===== src/rtl/l0_skew_bank.sv =====
// l0_skew_bank: row-lane input staging FIFO bank for the systolic MAC array.
// All lanes are written in parallel. They drain all at once (ALL), one lane per
// request in round-robin order (ROTATE), or as a diagonal wave (SKEW) that
// feeds the array's staggered west edge.
module l0_skew_bank #(
  parameter int unsigned row   = 8,
  parameter int unsigned bw    = 4,
  parameter int unsigned depth = 64,
  localparam int unsigned aw   = $clog2(depth)
) (
  input  logic              clk,
  input  logic              reset,
  input  logic              wr,
  input  logic [row*bw-1:0] in,
  input  logic              rd,
  input  logic [1:0]        mode,
  output logic [row*bw-1:0] out,
  output logic [row-1:0]    out_valid,
  output logic              o_ready,
  output logic              o_full,
  output logic              o_empty,
  output logic              o_underflow
);

  localparam logic [aw-1:0] PtrOne   = aw'(1);
  localparam logic [aw:0]   CntOne   = (aw + 1)'(1);
  localparam logic [aw:0]   CntDepth = (aw + 1)'(depth);

  logic [bw-1:0] mem_q    [row][depth];
  logic [aw-1:0] wr_ptr_q [row];
  logic [aw-1:0] rd_ptr_q [row];
  logic [aw:0]   cnt_q    [row];
  logic [row-1:0] rot_q;
  logic [row-2:0] sk_q;

  logic [row-1:0] full, empty;
  logic [row-1:0] pop_req, pop_en;
  logic [row-1:0] sk_ext;
  logic           wr_en, pop_underflow;

  // Per-lane flags from the pre-cycle counts, and the aggregate status outputs
  always_comb begin
    full  = '0;
    empty = '0;
    for (int i = 0; i < row; i++) begin
      full[i]  = (cnt_q[i] == CntDepth);
      empty[i] = (cnt_q[i] == '0);
    end
    o_full  = |full;
    o_ready = ~|full;
    o_empty = &empty;
    wr_en   = wr && ~|full;
  end

  // Decode which lanes pop this cycle and whether an empty lane was targeted
  always_comb begin
    pop_req       = '0;
    pop_en        = '0;
    pop_underflow = 1'b0;
    // Lane 0 takes rd directly; lane i>=1 takes rd delayed by i cycles
    sk_ext        = {sk_q, rd};
    case (mode)
      2'd1:    pop_req = rd ? rot_q : '0;
      2'd2:    pop_req = sk_ext;
      default: pop_req = {row{rd}};
    endcase
    if (mode == 2'd1 || mode == 2'd2) begin
      pop_en        = pop_req & ~empty;
      pop_underflow = |(pop_req & empty);
    end else begin
      // ALL keeps lanes aligned: one empty lane blocks every lane
      pop_underflow = rd && |empty;
      pop_en        = pop_underflow ? '0 : pop_req;
    end
  end

  // Lane storage; contents are not reset
  always_ff @(posedge clk) begin
    if (wr_en) begin
      for (int i = 0; i < row; i++) begin
        mem_q[i][wr_ptr_q[i]] <= in[bw*i +: bw];
      end
    end
  end

  // Pointers, counts, rotate/skew control and registered lane outputs
  always_ff @(posedge clk) begin
    if (reset) begin
      for (int i = 0; i < row; i++) begin
        wr_ptr_q[i] <= '0;
        rd_ptr_q[i] <= '0;
        cnt_q[i]    <= '0;
      end
      rot_q       <= {{(row - 1){1'b0}}, 1'b1};
      sk_q        <= '0;
      out         <= '0;
      out_valid   <= '0;
      o_underflow <= 1'b0;
    end else begin
      for (int i = 0; i < row; i++) begin
        if (wr_en) wr_ptr_q[i] <= wr_ptr_q[i] + PtrOne;
        if (pop_en[i]) begin
          rd_ptr_q[i]       <= rd_ptr_q[i] + PtrOne;
          out[bw*i +: bw]   <= mem_q[i][rd_ptr_q[i]];
        end
        case ({wr_en, pop_en[i]})
          2'b10:   cnt_q[i] <= cnt_q[i] + CntOne;
          2'b01:   cnt_q[i] <= cnt_q[i] - CntOne;
          default: cnt_q[i] <= cnt_q[i];
        endcase
      end
      // Rotation advances on every ROTATE request, even onto an empty lane
      if (rd && mode == 2'd1) rot_q <= {rot_q[row-2:0], rot_q[row-1]};
      // Always shifts so a wave in flight completes its timing after a mode change
      sk_q      <= sk_ext[row-2:0];
      out_valid <= pop_en;
      if (pop_underflow) o_underflow <= 1'b1;
    end
  end

endmodule


===== config.mk =====
export PLATFORM = sky130hd
export DESIGN_NAME = l0_skew_bank
export DESIGN_NICKNAME = d
export VERILOG_FILES = /design/src/rtl/l0_skew_bank.sv
export SDC_FILE = /design/constraint.sdc
export NUM_CORES = 2
export LEC_CHECK = 0
export BUFFER_PORTS_ARGS = -buffer_cell sky130_fd_sc_hd__buf_4
export CAP_MARGIN = 20
export CORE_MARGIN = 3
export CORE_UTILIZATION = 40
export CTS_CLUSTER_DIAMETER = 30
export CTS_CLUSTER_SIZE = 14
export DETAILED_ROUTE_END_ITERATION = 7
export GPL_TIMING_DRIVEN = 0
export SYNTH_ARGS = -nofsm -noshare
export SYNTH_HDL_FRONTEND = slang
export SYNTH_SLANG_ARGS = --single-unit

===== constraint.sdc =====
create_clock -name clk -period 4.5 [get_ports clk]
set_clock_uncertainty 0.1 [all_clocks]
set_input_delay 0.9 -clock clk [delete_from_list [all_inputs] [get_ports clk]]
set_output_delay 0.9 -clock clk [all_outputs]
set_load 0.02 [all_outputs]

Word level (Yosys, flattened, before mapping)
Memory sizes are Yosys's and may differ from the RTL's.
Cells that the tools add are included.
Storage, ports and cells
  memory bits (writable): 2200
  register bits after elaboration: 56
  memories kept: 4
  word-level logic and storage cells: 384
  output and inout port bits: 44
Memories
  mem_q: depth 8, bits a word 256, read ports 8, clocked after Yosys merged registers in 0, wr ports 8, line 29  | logic [bw-1:0] mem_q [row][depth];
  cnt_q: depth 8, bits a word 7, read ports 8, clocked after Yosys merged registers in 0, wr ports 8, line 32  | logic [aw:0] cnt_q [row];
  rd_ptr_q: depth 8, bits a word 6, read ports 8, clocked after Yosys merged registers in 0, wr ports 8, line 31  | logic [aw-1:0] rd_ptr_q [row];
  wr_ptr_q: depth 8, bits a word 6, read ports 8, clocked after Yosys merged registers in 0, wr ports 8, line 30  | logic [aw-1:0] wr_ptr_q [row];
Cells by class
  mux-type cells: 194
  $add $sub $neg: 32
  equal/unequal tests: 26
  reductions and logical operators: 33
  bitwise gates (word level): 59
  $lt $le $gt $ge: 24
Operators with widths (number)
  two-way mux 256 bit: 8
  binary-select mux 4 bit (select 6 bit): 8
  demux 4 bit (select 6 bit): 8
  two-way mux 7 bit: 24
  greater-or-equal comparator 7 bit, second input constant: 16
  inverter 6 -> 7 bit: 16
  two-way mux 1 bit: 102
  adder 6 x 1 -> 6 bit, second input constant: 16
  two-way mux 4 bit: 24
  two-way mux 6 bit: 16
  adder 7 x 1 -> 7 bit, second input constant: 8
  == test 7 bit, second input constant: 8
  zero test 7 bit: 8
  < comparator 7 x 1 -> 1 bit, second input constant: 8
  subtractor 7 x 1 -> 7 bit, second input constant: 8
  OR 1 bit: 40
  two-way mux 8 bit: 3
  OR reduction 8 bit: 3
  == test 2 x 1 -> 1 bit, second input constant: 9
  == test 2 bit, second input constant: 9
  bitwise AND 8 bit: 2
  case mux 8 bit (2 select lines): 1
  OR reduction 2 bit: 8
  logical AND 1 bit: 11
  4 further kinds: 4

Logic depth before layout (Yosys ltp)
  depth after elaboration: 12
  mapped depth: 21

Worst setup path before layout
OpenSTA, ideal clock, no wires.
  path type: register -> register
  start: memory cnt_q[0][8] (netlist bit)
  end: memory cnt_q[1][27] (netlist bit) (data pin)
  setup slack: -75 ps
  path buffers: 2
  required time: 4134 ps
  arrival time: 4209 ps
  setup time: 266 ps
  clock period less this slack: 4575 ps
  stages on the path, launching flop included: 18
  path through: edfxtp_1 > or4_1 > or4b_2 > nand3_1 > nor4_2 > buf_2 > buf_6 > inv_1 > ha_1 > nand2b_1 > xnor2_1 > ha_1 > nor2_1 > or4b_2 > or3_1 > o21ai_0 > xnor2_1 > nor2_1
RTL lines (line)
  start: declaration: 32

==> impl_metrics.ini <==
[floorplan]
die_y_um = 487
io_pins = 82
start_util_pct = 40.2
chipWidth_um = 487
dieArea_sq_mm = 0.238
core-area_sq_mm = 0.230
rows = 176

[clock_tree]
htreeDepth = 5
cts_hold_buffers = 0
cts_sinks = 2256
clockBufferDepth = 4
cts_tree = yes
clk_pin_slew_worst_paths_ns = 0.05
root_buffer = clkbuf_16
numCtsBuffers = 442
clock_latency_ns = 0.99

[critical_path]
critPathSlowestCell = or4_4
r2r_cells = 20
critPathCaptureType = flop
crit_type = flop to flop
required_ns = 5.10
crit_path_start_kind = flop
crit_chain = inv_1 -> ha_1 -> or3b_4 -> nor4_4 -> or4_4 -> buf_6 -> or3_4 -> and2_4 -> buf_6 -> inv_1 -> ha_4 -> nand2b_4 -> xnor2_1 -> ha_2 -> nor3_2 -> nor2_1 -> o21ai_2 -> mux2i_1 -> xnor2_1 -> nor2_1
worstPathArrival_ns = 4.93
cp_slowest_stage_delay_ns = 0.55
cp_max_fo = 10

[global_route]
overflow = 0
grt_usage_pct = 19.3
grt_pass1_vias = 53300
antenna_found_initial = 5
grt_max_degree = 65
grt_pass1_wl_um = 343000

[cells_and_area]
area_growth_pct = 21.9
postLayoutCellArea_sq_mm = 0.113
utilization_pct = 49.0
stdcell_count = 9387
final_nets = 6081
drive_above_1_share_pct = 23.3

[detailed_routing]
finalWirelength_um = 232000
firstDrtPassIters = 5
viasPerCell = 5.53
drt_iter0_markers = 5168
drc = 0
antenna_left = 0
wire_per_inst_um = 24.7
routed-via-count = 51900

[run]
drv_cap = 0

[placement]
routabilityCongestion = 0.896
port_buffers = 81
dp_hpwl_um = 146000
placed_area_sq_mm = 0.0973
place_ws_ns = -1.53
place_inst = 8563

[power]
powerDensity_mw_per_mm2 = 649
swShare_pct = 28.6
p_leak_nw = 36.6
seqPwrFrac_pct = 34.6
clockPowerShare_pct = 45.4
combPwrFrac_pct = 20.0
p_int_w = 0.0523
net-switching-power_w = 0.0210
vdd_drop_max_mv = 0.335
p_total_w = 0.0733

[outcome]
status = finished, final reports clean

[synthesis]
yosys.area.top_type = edfxtp_1
netlist_area_sq_mm = 0.0927
synth_ff_type = edfxtp_1
synth.avg_cell_area_sq_um = 17.0
synth-seq-area-share_pct = 72.5
synth_nets = 5527
synth_cells = 5446
synth_top_area_share_pct = 71.3
yosys.cell_types.count = 78
ys_warn_count = 0
synth-seq-cells = 2256
yosys-top-cells-area = edfxtp_1 71%, mux4_2 9.3%, mux2i_1 3.5%
synth_enable_flop_cells = 2200
async_reset_ff_share_pct = 0

[worst_hold_path]
hp-class = input port to flop
hold_depth = 3

[sta]
timing.final.crit_share_pct = 96.3
fmax_mhz = 231
finalSetupViolations = 0
slew_headroom_pct = 27.7
worst_slack_ns = 0.165
report.final.slew_viol_count = 0
period_minus_slack_ns = 4.34
worst_pin_slew_ns = 1.08
hold_viol_final = 0
==> metal layers <==
metal	wire length [um]	share of wire, %	vias up	track usage, %
met5	21	0.0091	-	0
met4	8380	3.6	4	7.47
met3	16700	7.2	501	3.96
met2	111000	48	2101	31.0
met1	95500	41	26500	25.8
li1	-	-	22800	-
==> path summary, 6_finish.rpt <==
check | startpoint | end | slack, ns
max | cnt_q[1][8] | cnt_q[0][6] | 0.16
min reg2reg | rot_q[0] | rot_q[1] | 0.35
max reg2reg | cnt_q[1][8] | cnt_q[0][6] | 0.16
min | rd | sk_q[0] | 0.17
==> placed cells by master, fill, tap and decap left out, types with 64 or more instances in the layout <==
cell type  instances
mux2i_1          322
edfxtp_1        2200
buf_4            108
nand2_1          154
a21oi_1           69
nand3_1           89
a22oi_1           69
clkbuf_16        447
nor2b_1          122
nor2_1           776
bufinv_16         72
mux4_2           381
clkbuf_1         176
o21ai_0           64
buf_2             98
==> critical path, delay by kind of cell (launching register included) <==
| kind | cells | cell delay, ns |
|---|---|---|
| compound gates | 1 | 0.19 |
| xor+xnor | 2 | 0.28 |
| fa+ha+maj | 3 | 0.57 |
| buf+inv | 4 | 0.46 |
| flops | 1 | 0.35 |
| mux | 1 | 0.23 |
| simple gates | 9 | 1.88 |
==> sequential cells by signal, indices dropped and copies added, names as in the netlist <==
signal / cells
sk_q: 7
rd_ptr_q: 48
rot_q: 8
out_valid: 8
mem_q: 2048
cnt_q: 56
o_underflow: 1
wr_ptr_q: 48
out: 32
==> per-stage QoR <==
step / hold slack (ns) / TNS (ns)
after detailed placement: 0.360 / -69.09
after global routing: 0.152 / -0.0256
after CTS: 0.0872 / 0
after global placement: 0.357 / -550.43
final: 0.170 / 0
after floorplan: 0.338 / 0
==> Yosys cell counts, drive strengths merged (7+ instances only) <==
cell type	number
o21ai	68
a211oi	63
nand2b	48
nand4b	7
nand3	90
or3	26
and2	24
o32ai	19
mux4	381
edfxtp	2200
o21bai	9
a31oi	32
nand3b	43
o41ai	10
nor3	41
a221oi	20
a22oi	69
nor2	776
a21oi	69
a41oi	10
mux2	44
ha	43
a311oi	20
nor4	14
a22o	7
o221ai	14
or3b	16
nand4	32
clkbuf	153
inv	43
o22ai	9
a2111oi	12
dfxtp	56
nor2b	122
nand2	154
o211ai	17
mux2i	322
o31ai	12
or4	11
buf	167
xor2	48
or2	22
o2111ai	9
xnor2	61
==> logic make-up (layout without fill, tap and decap cells) <==
| logic type | Yosys count | after routing | share of synthesized area, % |
|---|---|---|---|
| flops | 2256 | 2256 | 72.5 |
| simple gates | 1440 | 1440 | 7.25 |
| fa+ha+maj | 43 | 43 | 0.580 |
| compound gates | 486 | 486 | 3.73 |
| buf+inv | 365 | 1278 | 1.67 |
| other cells | 0 | 2 | 0 |
| xor+xnor | 109 | 109 | 1.03 |
| mux | 747 | 747 | 13.3 |
==> area by class of cell <==
| type | count | area [sq um] |
|---|---|---|
| flip-flops and latches | 2256 | 67200 |
| multi-input cells | 2825 | 24200 |
| inverters | 45 | 180 |
| fillers | 19000 | 117000 |
| well taps | 3026 | 3790 |
| clock buffers | 482 | 11300 |
| repair buffers | 115 | 975 |
| clock inverters | 321 | 3890 |
| plain buffers | 315 | 1380 |
| diodes | 2 | 5.00 |
==> power by group through the flow <==
stage          clock network (W)  logic [W]  registers [W]
2_1_floorplan                  0    0.00917         0.0256
3_3_place_gp                   0     0.0140         0.0257
3_5_place_dp                   0     0.0142         0.0257
4_1_cts                   0.0337     0.0146         0.0253
5_1_grt                   0.0348     0.0157         0.0254
6_report                  0.0333     0.0147         0.0253
==> what timing repair did <==
item                                    CTS  global route
endpoints found under the setup margin  503            10
pin swaps                                 4             5
cloned                                    1             0
buffers inserted                         15             7
resized for setup                        36            26
Note: power is estimated with default switching activity, not from simulation.
